`src/rtl/vec_mem_pkg.sv`:
```
// Shared types and constants for the vector load/store engine.
package vec_mem_pkg;

  // Engine sequencing states; the encoding is visible on the debug state port.
  typedef enum logic [1:0] {
    IDLE  = 2'd0,
    ISSUE = 2'd1,
    DRAIN = 2'd2,
    DONE  = 2'd3
  } state_t;

  // Transfer direction as carried on the mode input.
  localparam logic MODE_ST = 1'b0;  // vector register -> memory
  localparam logic MODE_LD = 1'b1;  // memory -> vector register

  // Width of a lane index; LANES is at least 2, so the result is at least 1.
  function automatic int lane_idx_w(input int lanes);
    return (lanes < 2) ? 1 : $clog2(lanes);
  endfunction

endpackage

```
`src/rtl/vec_mem_xfer_if.sv`:
```
// Bundle of issue-controller and memory-side signals for vec_mem_xfer.
//
// Handshake: the controller raises start for one cycle while busy is low and
// the engine is idle; operands (mode, base_addr, stride, lane_mask, vector_in)
// are sampled on that same edge only. busy rises the next cycle and stays high
// through the cycle in which done pulses; any start seen while busy is high is
// dropped, not queued. Memory side: a write commits on the edge where wr=1,
// and mem_rd_data must carry the word one cycle after the cycle with rd=1.
interface vec_mem_xfer_if #(
  parameter int DATA_W = 16,
  parameter int LANES  = 16,
  parameter int ADDR_W = 16
);

  // Controller / memory -> engine
  logic                    start;
  logic                    mode;
  logic [ADDR_W-1:0]       base_addr;
  logic [ADDR_W-1:0]       stride;
  logic [LANES-1:0]        lane_mask;
  logic [LANES*DATA_W-1:0] vector_in;
  logic [DATA_W-1:0]       mem_rd_data;

  // Engine -> controller / memory
  logic [ADDR_W-1:0]       addr;
  logic                    wr;
  logic                    rd;
  logic [DATA_W-1:0]       mem_wr_data;
  logic [LANES*DATA_W-1:0] vector_out;
  logic                    busy;
  logic                    done;
  vec_mem_pkg::state_t     state;

  modport master (
    output start, mode, base_addr, stride, lane_mask, vector_in, mem_rd_data,
    input  addr, wr, rd, mem_wr_data, vector_out, busy, done, state
  );

  modport slave (
    input  start, mode, base_addr, stride, lane_mask, vector_in, mem_rd_data,
    output addr, wr, rd, mem_wr_data, vector_out, busy, done, state
  );

endinterface

```
`src/rtl/vec_lane_addr_gen.sv`:
```
// Lane address accumulator: base on load, base + k*stride after k steps,
// built from a single adder instead of a multiplier. Wraps silently.
module vec_lane_addr_gen #(
  parameter int ADDR_W = 16
) (
  input  logic              clk,
  input  logic              rst_n,
  input  logic              load,
  input  logic              step,
  input  logic [ADDR_W-1:0] base,
  input  logic [ADDR_W-1:0] stride,
  output logic [ADDR_W-1:0] addr
);

  // Accumulated address; holds its value whenever neither load nor step.
  always_ff @(posedge clk or negedge rst_n) begin
    if (!rst_n) begin
      addr <= '0;
    end else if (load) begin
      addr <= base;
    end else if (step) begin
      addr <= addr + stride;
    end
  end

endmodule

```
`src/rtl/vec_mem_xfer.sv`:
```
// Vector load/store engine: moves one vector register to or from memory,
// one lane per cycle, with per-lane masking. All outputs are registered.
module vec_mem_xfer
  import vec_mem_pkg::*;
#(
  parameter int DATA_W = 16,
  parameter int LANES  = 16,
  parameter int ADDR_W = 16
) (
  input  logic              clk,
  input  logic              rst_n,
  vec_mem_xfer_if.slave     bus
);

  localparam int            LW   = lane_idx_w(LANES);
  localparam logic [LW-1:0] LAST = LW'(LANES - 1);

  state_t                  state;
  logic [LW-1:0]           cnt;        // lane currently on the memory bus
  logic [LW-1:0]           nxt;
  logic                    mode_q;
  logic [ADDR_W-1:0]       stride_q;
  logic [LANES-1:0]        mask_q;
  logic [LANES*DATA_W-1:0] vec_q;
  logic                    wr_q;
  logic                    rd_q;
  logic [DATA_W-1:0]       wdata_q;
  logic                    busy_q;
  logic                    done_q;
  logic                    cap_valid;
  logic [LW-1:0]           cap_lane;
  logic [LANES*DATA_W-1:0] vout_q;
  logic [ADDR_W-1:0]       addr_w;
  logic                    addr_load;
  logic                    addr_step;

  assign nxt       = cnt + LW'(1);
  assign addr_load = (state == IDLE) && bus.start;
  assign addr_step = (state == ISSUE) && (cnt != LAST);

  vec_lane_addr_gen #(.ADDR_W(ADDR_W)) u_addr_gen (
    .clk    (clk),
    .rst_n  (rst_n),
    .load   (addr_load),
    .step   (addr_step),
    .base   (bus.base_addr),
    .stride (stride_q),
    .addr   (addr_w)
  );

  // Sequencer: lane 0 goes on the bus at the accepting edge, lane k+1 follows
  // lane k; the state names the phase the registered outputs are showing.
  always_ff @(posedge clk or negedge rst_n) begin
    if (!rst_n) begin
      state    <= IDLE;
      cnt      <= '0;
      mode_q   <= MODE_ST;
      stride_q <= '0;
      mask_q   <= '0;
      vec_q    <= '0;
      wr_q     <= 1'b0;
      rd_q     <= 1'b0;
      wdata_q  <= '0;
      busy_q   <= 1'b0;
      done_q   <= 1'b0;
    end else begin
      case (state)
        IDLE: begin
          if (bus.start) begin
            mode_q   <= bus.mode;
            stride_q <= bus.stride;
            mask_q   <= bus.lane_mask;
            vec_q    <= bus.vector_in;
            cnt      <= '0;
            busy_q   <= 1'b1;
            wr_q     <= (bus.mode == MODE_ST) && bus.lane_mask[0];
            rd_q     <= (bus.mode == MODE_LD) && bus.lane_mask[0];
            wdata_q  <= ((bus.mode == MODE_ST) && bus.lane_mask[0]) ?
                        bus.vector_in[DATA_W-1:0] : '0;
            state    <= ISSUE;
          end
        end
        ISSUE: begin
          if (cnt != LAST) begin
            cnt     <= nxt;
            wr_q    <= (mode_q == MODE_ST) && mask_q[nxt];
            rd_q    <= (mode_q == MODE_LD) && mask_q[nxt];
            wdata_q <= ((mode_q == MODE_ST) && mask_q[nxt]) ?
                       vec_q[nxt*DATA_W +: DATA_W] : '0;
          end else begin
            wr_q    <= 1'b0;
            rd_q    <= 1'b0;
            wdata_q <= '0;
            if (mode_q == MODE_LD) begin
              state <= DRAIN;
            end else begin
              done_q <= 1'b1;
              state  <= DONE;
            end
          end
        end
        DRAIN: begin
          done_q <= 1'b1;
          state  <= DONE;
        end
        DONE: begin
          done_q <= 1'b0;
          busy_q <= 1'b0;
          state  <= IDLE;
        end
        default: state <= IDLE;
      endcase
    end
  end

  // Load capture: remember which lane read last cycle, then write the returned
  // word into that lane; masked lanes never read, so they keep their value.
  always_ff @(posedge clk or negedge rst_n) begin
    if (!rst_n) begin
      cap_valid <= 1'b0;
      cap_lane  <= '0;
      vout_q    <= '0;
    end else begin
      cap_valid <= rd_q;
      cap_lane  <= cnt;
      if (cap_valid) begin
        vout_q[cap_lane*DATA_W +: DATA_W] <= bus.mem_rd_data;
      end
    end
  end

  assign bus.addr        = addr_w;
  assign bus.wr          = wr_q;
  assign bus.rd          = rd_q;
  assign bus.mem_wr_data = wdata_q;
  assign bus.vector_out  = vout_q;
  assign bus.busy        = busy_q;
  assign bus.done        = done_q;
  assign bus.state       = state;

endmodule

```
`src/flat_wrapper.sv`:
```
// flat-port wrapper written by rule: the top's interface ports become plain ports
module vec_mem_xfer_flat import vec_mem_pkg::*;
#(
  parameter int DATA_W = 16,
  parameter int LANES  = 16,
  parameter int ADDR_W = 16
)
  (clk, rst_n, bus_start, bus_mode, bus_base_addr, bus_stride, bus_lane_mask, bus_vector_in, bus_mem_rd_data, bus_addr, bus_wr, bus_rd, bus_mem_wr_data, bus_vector_out, bus_busy, bus_done, bus_state);
  vec_mem_xfer_if #(.DATA_W(DATA_W), .LANES(LANES), .ADDR_W(ADDR_W)) bus_i ();
  input  logic clk;
  input  logic rst_n;
  input wire logic [$bits(bus_i.start)-1:0] bus_start;
  input wire logic [$bits(bus_i.mode)-1:0] bus_mode;
  input wire logic [$bits(bus_i.base_addr)-1:0] bus_base_addr;
  input wire logic [$bits(bus_i.stride)-1:0] bus_stride;
  input wire logic [$bits(bus_i.lane_mask)-1:0] bus_lane_mask;
  input wire logic [$bits(bus_i.vector_in)-1:0] bus_vector_in;
  input wire logic [$bits(bus_i.mem_rd_data)-1:0] bus_mem_rd_data;
  output wire logic [$bits(bus_i.addr)-1:0] bus_addr;
  output wire logic [$bits(bus_i.wr)-1:0] bus_wr;
  output wire logic [$bits(bus_i.rd)-1:0] bus_rd;
  output wire logic [$bits(bus_i.mem_wr_data)-1:0] bus_mem_wr_data;
  output wire logic [$bits(bus_i.vector_out)-1:0] bus_vector_out;
  output wire logic [$bits(bus_i.busy)-1:0] bus_busy;
  output wire logic [$bits(bus_i.done)-1:0] bus_done;
  output wire logic [$bits(bus_i.state)-1:0] bus_state;
  assign bus_i.start = bus_start;
  assign bus_i.mode = bus_mode;
  assign bus_i.base_addr = bus_base_addr;
  assign bus_i.stride = bus_stride;
  assign bus_i.lane_mask = bus_lane_mask;
  assign bus_i.vector_in = bus_vector_in;
  assign bus_i.mem_rd_data = bus_mem_rd_data;
  assign bus_addr = bus_i.addr;
  assign bus_wr = bus_i.wr;
  assign bus_rd = bus_i.rd;
  assign bus_mem_wr_data = bus_i.mem_wr_data;
  assign bus_vector_out = bus_i.vector_out;
  assign bus_busy = bus_i.busy;
  assign bus_done = bus_i.done;
  assign bus_state = bus_i.state;
  vec_mem_xfer #(.DATA_W(DATA_W), .LANES(LANES), .ADDR_W(ADDR_W)) u_core (.clk(clk), .rst_n(rst_n), .bus(bus_i));
endmodule
```
`config.mk`:
```
export PLATFORM = sky130hd
export DESIGN_NAME = vec_mem_xfer_flat
export DESIGN_NICKNAME = d
export VERILOG_FILES = /design/src/rtl/vec_mem_pkg.sv /design/src/rtl/vec_mem_xfer_if.sv /design/src/rtl/vec_lane_addr_gen.sv /design/src/rtl/vec_mem_xfer.sv /design/src/flat_wrapper.sv
export SDC_FILE = /design/constraint.sdc
export NUM_CORES = 1
export LEC_CHECK = 0
export BUFFER_PORTS_ARGS = -buffer_cell sky130_fd_sc_hd__buf_2
export CORE_AREA = 4 4 238 240
export CTS_BUF_LIST = sky130_fd_sc_hd__clkbuf_4 sky130_fd_sc_hd__clkbuf_8
export DETAILED_ROUTE_END_ITERATION = 6
export DIE_AREA = 0 0 242 244
export PLACE_DENSITY_LB_ADDON = 0.12
export SYNTH_ARGS = -nofsm -noshare
export SYNTH_HDL_FRONTEND = slang
export SYNTH_SLANG_ARGS = --single-unit
```
`constraint.sdc`:
```
create_clock -name clk -period 3.44 [get_ports clk]
set_input_delay 0.344 -clock clk [delete_from_list [all_inputs] [get_ports clk]]
set_output_delay 0.344 -clock clk [all_outputs]
set_load 0.01 [all_outputs]
```
# == Word-level counts from Yosys, hierarchy flattened ==
# Index checks and enable logic that the tools add are counted.
# classes
reduce_logical,17
muxes,28
magnitude_cmp,1
addsub,3
bitwise_logic,2
n_eq_ne,8
shift,3
# op_table
operator,count
bitwise mux 256 bit,1
"variable shift 16 x 34 -> 256 bit, first input constant",1
variable part select 16 x 34 -> 256 bit,1
variable part select 256 x 9 -> 16 bit,1
two-way mux 16 bit,6
negator 8 -> 34 bit,1
case mux 16 bit (2 select lines),1
adder 16 bit,1
two-way mux 1 bit,9
two-way mux 4 bit,2
"!= test 2 bit, second input constant",4
case mux 2 bit (4 select lines),1
case mux 4 bit (2 select lines),1
AND reduction 2 bit,4
logical AND 1 bit,6
case mux 1 bit (2 select lines),3
AND reduction 3 bit,2
nonzero test 2 bit,3
"< comparator 4 x 5 -> 1 bit, second input constant",1
"adder 4 x 1 -> 4 bit, second input constant",1
binary-select mux 1 bit (select 4 bit),1
"equality test 2 bit, second input constant",2
two-way mux 2 bit,2
"!= test 4 bit, second input constant",1
5 further kinds,6
# word_totals
out_inout_bits,294
input_bits,324
register_bits,592

# == Longest topological paths before layout ==
# Gate-level depths: netlist of run 1.
# depth
depth_word,7
depth_mapped,11

# == Modules after synthesis ==
# A second synthesis of run 1 with hierarchy kept.
# hier_totals
cells_unflattened,2291
hier_area_um2,26117.5
# modules_own_cells
module,area_each_um2,instances,seq_area_each_um2,cells_per_inst
vec_mem_xfer,24673.7,1,14413.8,2126
vec_lane_addr_gen,1443.9,1,400.4,165

# == Least setup slack after synthesis of run 1 ==
# No wires, ideal clock.
# synth_timing
kind,reg-to-reg
startpoint,register u_core.cap_lane[0]
endpoint,"register u_core.vout_q[15], in the netlist u_core.bus.vector_out[15]"
n_path_buf,4
setup_slack_ps,653
synth_period_minus_slack_ps,2787
required_ps,3312
arrival_time_ps,2660
path_stages_with_launch,10
setup_time_ps,128
cell_sequence,dfrtp_1 clkbuf_1 buf_1 nor3_1 ha_1 or3_1 buf_2 nor3_4 buf_6 mux2_1
# synth_between
elab_chain_len,3
elab_cells_between_ends,4
cone_classes,add/sub (1); shift (2); mux (1)
# synth_lines
element,line,source
start: declaration,vec_mem_xfer.sv:31,logic [LW-1:0] cap_lane;
start signal: assignment,vec_mem_xfer.sv:125,cap_lane <= cnt;
negator 8 -> 34 bit *,vec_mem_xfer.sv:127,vout_q[cap_lane*DATA_W +: DATA_W] <= bus.mem_rd_data;
variable part select 16 x 34 -> 256 bit / variable shift 16 x 34 -> 256 bit (equally long branches),vec_mem_xfer.sv:127,
bitwise mux 256 bit *,vec_mem_xfer.sv:127,
end signal: indexed assignment,vec_mem_xfer.sv:127,
end: declaration,vec_mem_xfer.sv:32,logic [LANES*DATA_W-1:0] vout_q;
# Mark *: on every way between the ends. The rest lies on a longest branch, timed or not.
# A chain may end at the register's enable or synchronous reset.

# == Worst setup path in the final report of run 1 ==
# layout_timing
startpoint,register u_core.cnt[0]
endpoint,"register u_core.wdata_q[14], in the netlist u_core.bus.mem_wr_data[14]"
# layout_between
elab_chain_len,7
elab_cells_between_ends,9
cone_classes,add/sub (1); eq/ne (1); shift (1); mux (5); reduce/logical (1)
# layout_lines
element,line,source
start: declaration,vec_mem_xfer.sv:19,logic [LW-1:0] cnt;
start signal: assignment,vec_mem_xfer.sv:85,cnt <= nxt;
branches (longest 5 deep; another with adder 4 x 1 -> 4 bit),n/a,
two-way mux 16 bit *,vec_mem_xfer.sv:84,if (cnt != LAST) begin
case mux 16 bit (2 select lines) *,vec_mem_xfer.sv:67,case (state)
end signal: assignment,vec_mem_xfer.sv:78,wdata_q <= ((bus.mode == MODE_ST) && bus.lane_mask[0]) ?
end signal: assignment,vec_mem_xfer.sv:88,wdata_q <= ((mode_q == MODE_ST) && mask_q[nxt]) ?
end: declaration,vec_mem_xfer.sv:27,logic [DATA_W-1:0] wdata_q;
# Every way passes the cells marked *. The select of a mux whose other input is x is not followed.

==> results of run 1 <==
-- synthesized netlist by cell type, types with 8 or more instances --
cell / n
a211oi_1: 19
a21oi_1: 53
a22oi_1: 16
a31oi_1: 8
buf_1: 12
buf_2: 23
clkbuf_1: 149
dfrtp_1: 592
ha_1: 21
inv_1: 48
mux2_1: 10
mux2_2: 23
mux2i_1: 19
mux4_2: 68
nand2_1: 1196
nand3_1: 49
nor2_1: 29
nor2b_1: 18
nor3_1: 10
o21ai_0: 128
o21ai_1: 12
o31ai_1: 129
xor2_1: 8
-- final timing paths --
check,depth (start not counted),to
max,8,u_core.bus.mem_wr_data[14]
min,3,u_core.bus.vector_out[96]
max reg2reg,8,u_core.bus.mem_wr_data[14]
min reg2reg,2,u_core.bus.vector_out[219]
max in group asynchronous,4,u_core.vec_q[245]
min in group asynchronous,2,u_core.bus.vector_out[22]
-- stage by stage --
step / setup WS, ns / power [uW] / hold slack [ns] / std cells
final: 0.531 / 29500 / 0.0617 / 4377
after global routing: 0.280 / 31400 / 0.0458 / 4374
after CTS: 0.508 / 29600 / 0.00335 / 4367
after detailed placement: 0.490 / 22700 / 0.367 / 3879
after global placement: 0.488 / 22300 / 0.354 / 3879
after floorplan: 0.653 / 18300 / 0.0484 / 2704
-- final cells by class --
cell class | instances | share of cell area, %
antenna | 10 | 0.0717
clock buffer | 160 | 5.71
clock inverter | 20 | 0.387
inverter | 48 | 0.516
multi-input combinational | 1873 | 29.3
sequential | 592 | 42.4
tap | 704 | 2.52
timing repair buffer | 970 | 19.1
-- worst max-delay path, delay by kind of cell, from the launching register on --
kind / cells / cell delay (ns)
flip-flops: 1 / 0.58
multiplexers: 2 / 0.39
adder cells (fa/ha/maj): 1 / 0.69
AO/OA/AOI/OAI: 3 / 0.43
AND/OR/NAND/NOR: 2 / 0.72
-- logic make-up after synthesis --
| group | Yosys count | share of synthesized area (%) |
|---|---|---|
| buffers and inverters | 239 | 3.72 |
| XOR/XNOR | 10 | 0.338 |
| adder cells (fa/ha/maj) | 22 | 1.09 |
| multiplexers | 120 | 8.08 |
| AO/OA/AOI/OAI | 386 | 9.34 |
| flip-flops | 592 | 57.2 |
| AND/OR/NAND/NOR | 1335 | 20.3 |
-- registers in the layout, indices dropped and copies added, names as in the netlist, 2 cells and up --
register and cells:
u_core.u_addr_gen.addr 16, u_core.bus.state 2, u_core.mask_q 16, u_core.vec_q 256, u_core.bus.mem_wr_data 16, u_core.bus.vector_out 256
u_core.cap_lane 4, u_core.stride_q 16, u_core.cnt 4
-- per-layer routing --
layer,vias to the layer above,share of wire (%)
li1,10759,-
met1,11526,38
met2,1186,49
met3,284,7.4
met4,2,5.0
met5,-,0.014
-- power by group through the flow --
stage | Clock [uW] | Combinational [uW] | Sequential [uW]
CTS | 6720 | 11600 | 11300
global placement | 0 | 11100 | 11300
global route | 7040 | 12800 | 11600
detailed placement | 0 | 11300 | 11400
floorplan | 0 | 7140 | 11200
finish | 6610 | 11600 | 11300
==> impl_metrics.csv, run 1 <==
group,metric,value,unit
status,outcome,"completed",
global_route,grt_first_pass_wirelength,143000,um
setup_path,reg2reg_slack,0.53,ns
timing,finalHoldViolations,0,
clocking,cts_tree,"done",
logic_synthesis,synth_top_area_cell,"dfrtp_1",
timing,relSlewSlack,37.7,%
clocking,cts_buffers,98,
logic_synthesis,async_flop_share,100,%
global_route,grtUsageMet2,52.9,%
timing,finalCritPeriodShare,84.6,%
setup_path,crit_start,"u_core.cnt[0]",
flow_run,drv_cap,0,
logic_synthesis,syn_inst,2704,
timing,finClkSkew,0.0203,ns
min_path,hold_start,"bus_mem_rd_data[0]",
clocking,cts-root-buf,"clkbuf_8",
logic_synthesis,synth_ff_type,"dfrtp_1",
clocking,cts.sinks,592,
power,peakVddDrop,0.450,mV
floorplan,initial_core_util,47.4,%
place,port_buffers,617,
clocking,cts.path.max_buffers,3,
logic_synthesis,synth_area_per_cell,9.58,um^2
power,p_leak,0.0174,uW
timing,drv_slew,0,
global_route,antenna_found_initial,7,
detailed_routing,dr.pass1.iters,6,
place,dpl.hpwl,63500,um
power,swShare,39.1,%
logic_synthesis,synth_edf_count,0,
final_layout,fin_nets,3929,
detailed_routing,drt-initial-drc-count,2049,
floorplan,rows,86,
power,power_frac_comb,39.3,%
power,power.internal,18000,uW
global_route,busiest_layer,"met2",
setup_path,cp-end-kind,"flop",
setup_path,crit_chain,"ha_4 > mux4_2 > mux2i_1 > nor2_1 > a21oi_2 > nor3_4 > a22oi_1 > o21ai_0",
floorplan,fp.coreArea,54700,um^2
logic_synthesis,syn_nets,3050,
timing,setup_viol,0,
power,power_density,846,nW/um^2
logic_synthesis,syn_area,25900,um^2
setup_path,critical-path-slowest-cell,"ha_4",
logic_synthesis,synth_top_area_share,57.2,%
detailed_routing,dr_total_vias,23757,
final_layout,multi_input_area,10200,um^2
logic_synthesis,ys_seq_area_share,57.2,%
final_layout,most-common-layout-cells,"nand2_1, buf_2, dfrtp_1",
setup_path,crit_arrival,3.52,ns
global_route,grt_max_degree,107,
timing,max_freq,0.344,GHz
place,gp_congestion,0.957,
floorplan,die_area,59000,um^2
clocking,cts_resized,0,
detailed_routing,routed_wl,93600,um
power,clock_power_share,22.4,%
global_route,met3_usage,6.10,%
timing,final.min_clock_period,2.91,ns
final_layout,ff_latch_area,14800,um^2
detailed_routing,ant_nets,0,
final_layout,syn_to_final_growth,34.8,%
global_route,grt_pass1_vias,23953,
clocking,post-cts-setup-buffer-count,0,
power,switching_power,11500,uW
clocking,ctsHoldBuffers,308,
floorplan,die_x,242,um
final_layout,drive_gt1_share,26.0,%
global_route,use_met1,39.0,%
final_layout,layout_commonest_cell,"nand2_1",
global_route,grt_overflow_total,0,
setup_path,cp-start-kind,"flop",
logic_synthesis,ys_ff_latch,592,
place,dpl-instance-area,29700,um^2
power,p_seq_share,38.4,%
setup_path,cp_max_fo,39,
final_layout,postLayoutCoreUtil,63.9,%
setup_path,crit_type,"reg -> reg",
logic_synthesis,synthDistinctLibCells,52,
floorplan,io_pins,618,
setup_path,critPathMaxStageDelay,0.69,ns
setup_path,rr_startpoint,"u_core.cnt[0]",
detailed_routing,vias_per_cell,5.43,
timing,rsz0062_at_grt,"no",
detailed_routing,routedWlPerCell,21.4,um
final_layout,nFillCells,4475,
timing,tightest_slew,0.932,ns
logic_synthesis,ys_warn_count,0,
global_route,grt_usage,31.2,%
final_layout,fin_area,34900,um^2
min_path,hold_path_class,"in -> reg",
detailed_routing,drc,0,
clocking,path_clk_slew,0.06,ns
clocking,clk_latency,0.69,ns
timing,tns,0,ns
logic_synthesis,yosys-top-cells-area,"dfrtp_1, nand2_1, mux4_2",
floorplan,die_h,244,um
clocking,htreeDepth,3,
setup_path,critical_path_required,4.05,ns
Power figures use the tool's default switching activity.
==> run 2: changes to the inputs <==
--- a/config.mk
+++ b/config.mk
@@ -6,10 +6,11 @@
 export NUM_CORES = 1
 export LEC_CHECK = 0
 export BUFFER_PORTS_ARGS = -buffer_cell sky130_fd_sc_hd__buf_2
-export CORE_AREA = 4 4 238 240
+export CORE_ASPECT_RATIO = 0.8
+export CORE_MARGIN = 4
+export CORE_UTILIZATION = 50
 export CTS_BUF_LIST = sky130_fd_sc_hd__clkbuf_4 sky130_fd_sc_hd__clkbuf_8
 export DETAILED_ROUTE_END_ITERATION = 6
-export DIE_AREA = 0 0 242 244
 export PLACE_DENSITY_LB_ADDON = 0.12
 export SYNTH_ARGS = -nofsm -noshare
 export SYNTH_HDL_FRONTEND = slang
==> constraint.sdc (replaced) <==
create_clock -name clk -period 2.33 [get_ports clk]
set_input_delay 0.233 -clock clk [delete_from_list [all_inputs] [get_ports clk]]
set_output_delay 0.233 -clock clk [all_outputs]
set_load 0.01 [all_outputs]
==> impl_metrics.csv, run 2 (same netlist as run 1, synthesis figures left out) <==
group,metric,value,unit
status,outcome,"finished, violations left",
status,violations,"negative setup slack",
setup_path,rr_startpoint,"u_core.cnt[0]",
flow_run,drv_cap,0,
clocking,clk_latency,0.70,ns
setup_path,cp_max_fo,12,
final_layout,final_cell_count_no_fill,4454,
place,place_ws,-0.244,ns
timing,final.min_clock_period,2.40,ns
power,p_seq_share,36.1,%
power,peakVddDrop,0.614,mV
final_layout,ff_latch_area,14800,um^2
power,clock_power_share,20.0,%
place,dpl.hpwl,65400,um
timing,finalCritPeriodShare,103,%
global_route,met3_usage,7.94,%
floorplan,die_x,263,um
clocking,cts-root-buf,"clkbuf_8",
timing,tightest_slew,0.857,ns
clocking,cts.path.max_buffers,3,
detailed_routing,routedWlPerCell,22.5,um
timing,finClkSkew,0.0292,ns
min_path,hold_path_class,"in -> async",
place,gp_congestion,0.892,
timing,rsz0062_at_grt,"yes",
setup_path,critical_path_required,2.88,ns
floorplan,fp.coreArea,51100,um^2
final_layout,syn_to_final_growth,40.9,%
power,switching_power,18500,uW
final_layout,drive_gt1_share,29.4,%
final_layout,most-common-layout-cells,"nand2_1, buf_2, dfrtp_1",
detailed_routing,dr_total_vias,24991,
setup_path,crit_arrival,2.95,ns
setup_path,rr_worst_depth,10,
detailed_routing,ant_nets,0,
timing,relSlewSlack,42.6,%
setup_path,cp-end-kind,"flop",
clocking,cts_buffers,93,
floorplan,initial_core_util,50.7,%
power,power_density,1270,nW/um^2
timing,finalHoldViolations,0,
clocking,htreeDepth,3,
final_layout,fin_nets,4039,
power,p_leak,0.0180,uW
detailed_routing,drc,0,
global_route,grt_overflow_total,0,
final_layout,nFillCells,3682,
clocking,path_clk_slew,0.06,ns
global_route,grt_pass1_vias,25127,
setup_path,cp-start-kind,"flop",
global_route,grt_max_degree,181,
global_route,grtUsageMet2,55.7,%
global_route,use_met1,45.4,%
place,dpl.cell_count,3928,
global_route,antenna_found_initial,6,
floorplan,rows,74,
floorplan,io_pins,618,
clocking,cts_tree,"done",
global_route,grt_usage,34.8,%
detailed_routing,routed_wl,100000,um
place,port_buffers,617,
timing,setup_viol,11,
final_layout,layout_commonest_cell,"nand2_1",
timing,fin_ws,-0.0708,ns
clocking,cts.sinks,592,
floorplan,die_area,55500,um^2
setup_path,crit_start,"u_core.cnt[0]",
detailed_routing,vias_per_cell,5.61,
global_route,busiest_layer,"met2",
power,power.internal,28000,uW
detailed_routing,drt-initial-drc-count,2602,
floorplan,die_h,212,um
global_route,grt_first_pass_wirelength,149000,um
timing,max_freq,0.417,GHz
timing,drv_slew,0,
power,swShare,39.7,%
detailed_routing,dr.pass1.iters,6,
final_layout,multi_input_area,10600,um^2
setup_path,crit_type,"reg -> reg",
power,power_frac_comb,43.9,%
timing,tns,-0.349,ns
run 2: cell count changes in the layout (fill, tap and decap cells not counted), moves of 10 or more:
cell	before	now
mux2_1	10	0
dlygate4sd3_1	308	323
a22oi_2	0	15
clkinv_2	15	4
a22oi_1	16	1
mux2_4	0	11
clkbuf_8	127	114
mux2i_1	19	8
buf_4	33	91
buf_12	12	35
a211oi_1	19	9
run 2: final timing paths:
check	endpoint	slack, ns
worst max-delay path	u_core.bus.mem_wr_data[1]	-0.07
worst max register to register	u_core.bus.mem_wr_data[1]	-0.07
worst min register to register	u_core.mask_q[11]	0.47
min in group clk	u_core.vec_q[180]	0.27
worst min-delay path	u_core.bus.vector_out[142]	0.05
max in group asynchronous	u_core.vec_q[131]	1.27
run 2: cell type report:
class | instances | area share (%)
Sequential cell | 592 | 40.6
Multi-Input combinational cell | 1873 | 29.1
Timing Repair Buffer | 1085 | 22.1
Clock buffer | 151 | 5.06
Tap cell | 684 | 2.34
Inverter | 48 | 0.493
Clock inverter | 11 | 0.295
Antenna cell | 10 | 0.0685
run 2: worst max-delay path, cell delays in order, from the launching register on:
cell       delay [ns]
dfrtp_4          0.53
ha_4             0.20
xor2_4           0.22
buf_6            0.15
clkbuf_16        0.17
buf_8            0.15
mux4_2           0.30
mux2i_1          0.17
a21oi_1          0.11
a22oi_1          0.17
o21ai_1          0.07
run 2: per-layer routing:
layer / vias up / routed length [um]
met4: 2 / 5700
li1: 10967 / -
met3: 405 / 8610
met5: - / 8
met2: 1503 / 47600
met1: 12114 / 38400
run 2: metrics by stage:
stage / instance area, um^2 / hold WS, ns / utilization (%) / power (uW)
CTS: 36100 / 0.0219 / 70.5 / 45300
finish: 36500 / 0.0499 / 71.4 / 46500
global placement: 30500 / 0.182 / 59.6 / 34000
detailed placement: 30500 / 0.180 / 59.6 / 34500
global route: 36500 / 0.0550 / 71.4 / 49000
floorplan: 26000 / -0.0626 / - / 27200
run 2: power by group through the flow:
stage / Combinational [uW] / Sequential (uW) / Clock (uW)
after global routing: 22000 / 17100 / 9870
final: 20400 / 16800 / 9320
after CTS: 19300 / 16600 / 9390
after detailed placement: 17800 / 16700 / 0
after floorplan: 10600 / 16500 / 0
after global placement: 17400 / 16600 / 0
run 2: what timing repair did:
| action | in CTS | in global routing |
|---|---|---|
| setup buffers | 14 | 16 |
| pin swaps | 17 | 20 |
| endpoints found under the setup margin | 22 | 326 |
| hold buffers | 323 | 0 |
| cloned | 2 | 4 |
| endpoints found under the hold margin | 722 | 0 |
| gates resized for setup | 49 | 54 |
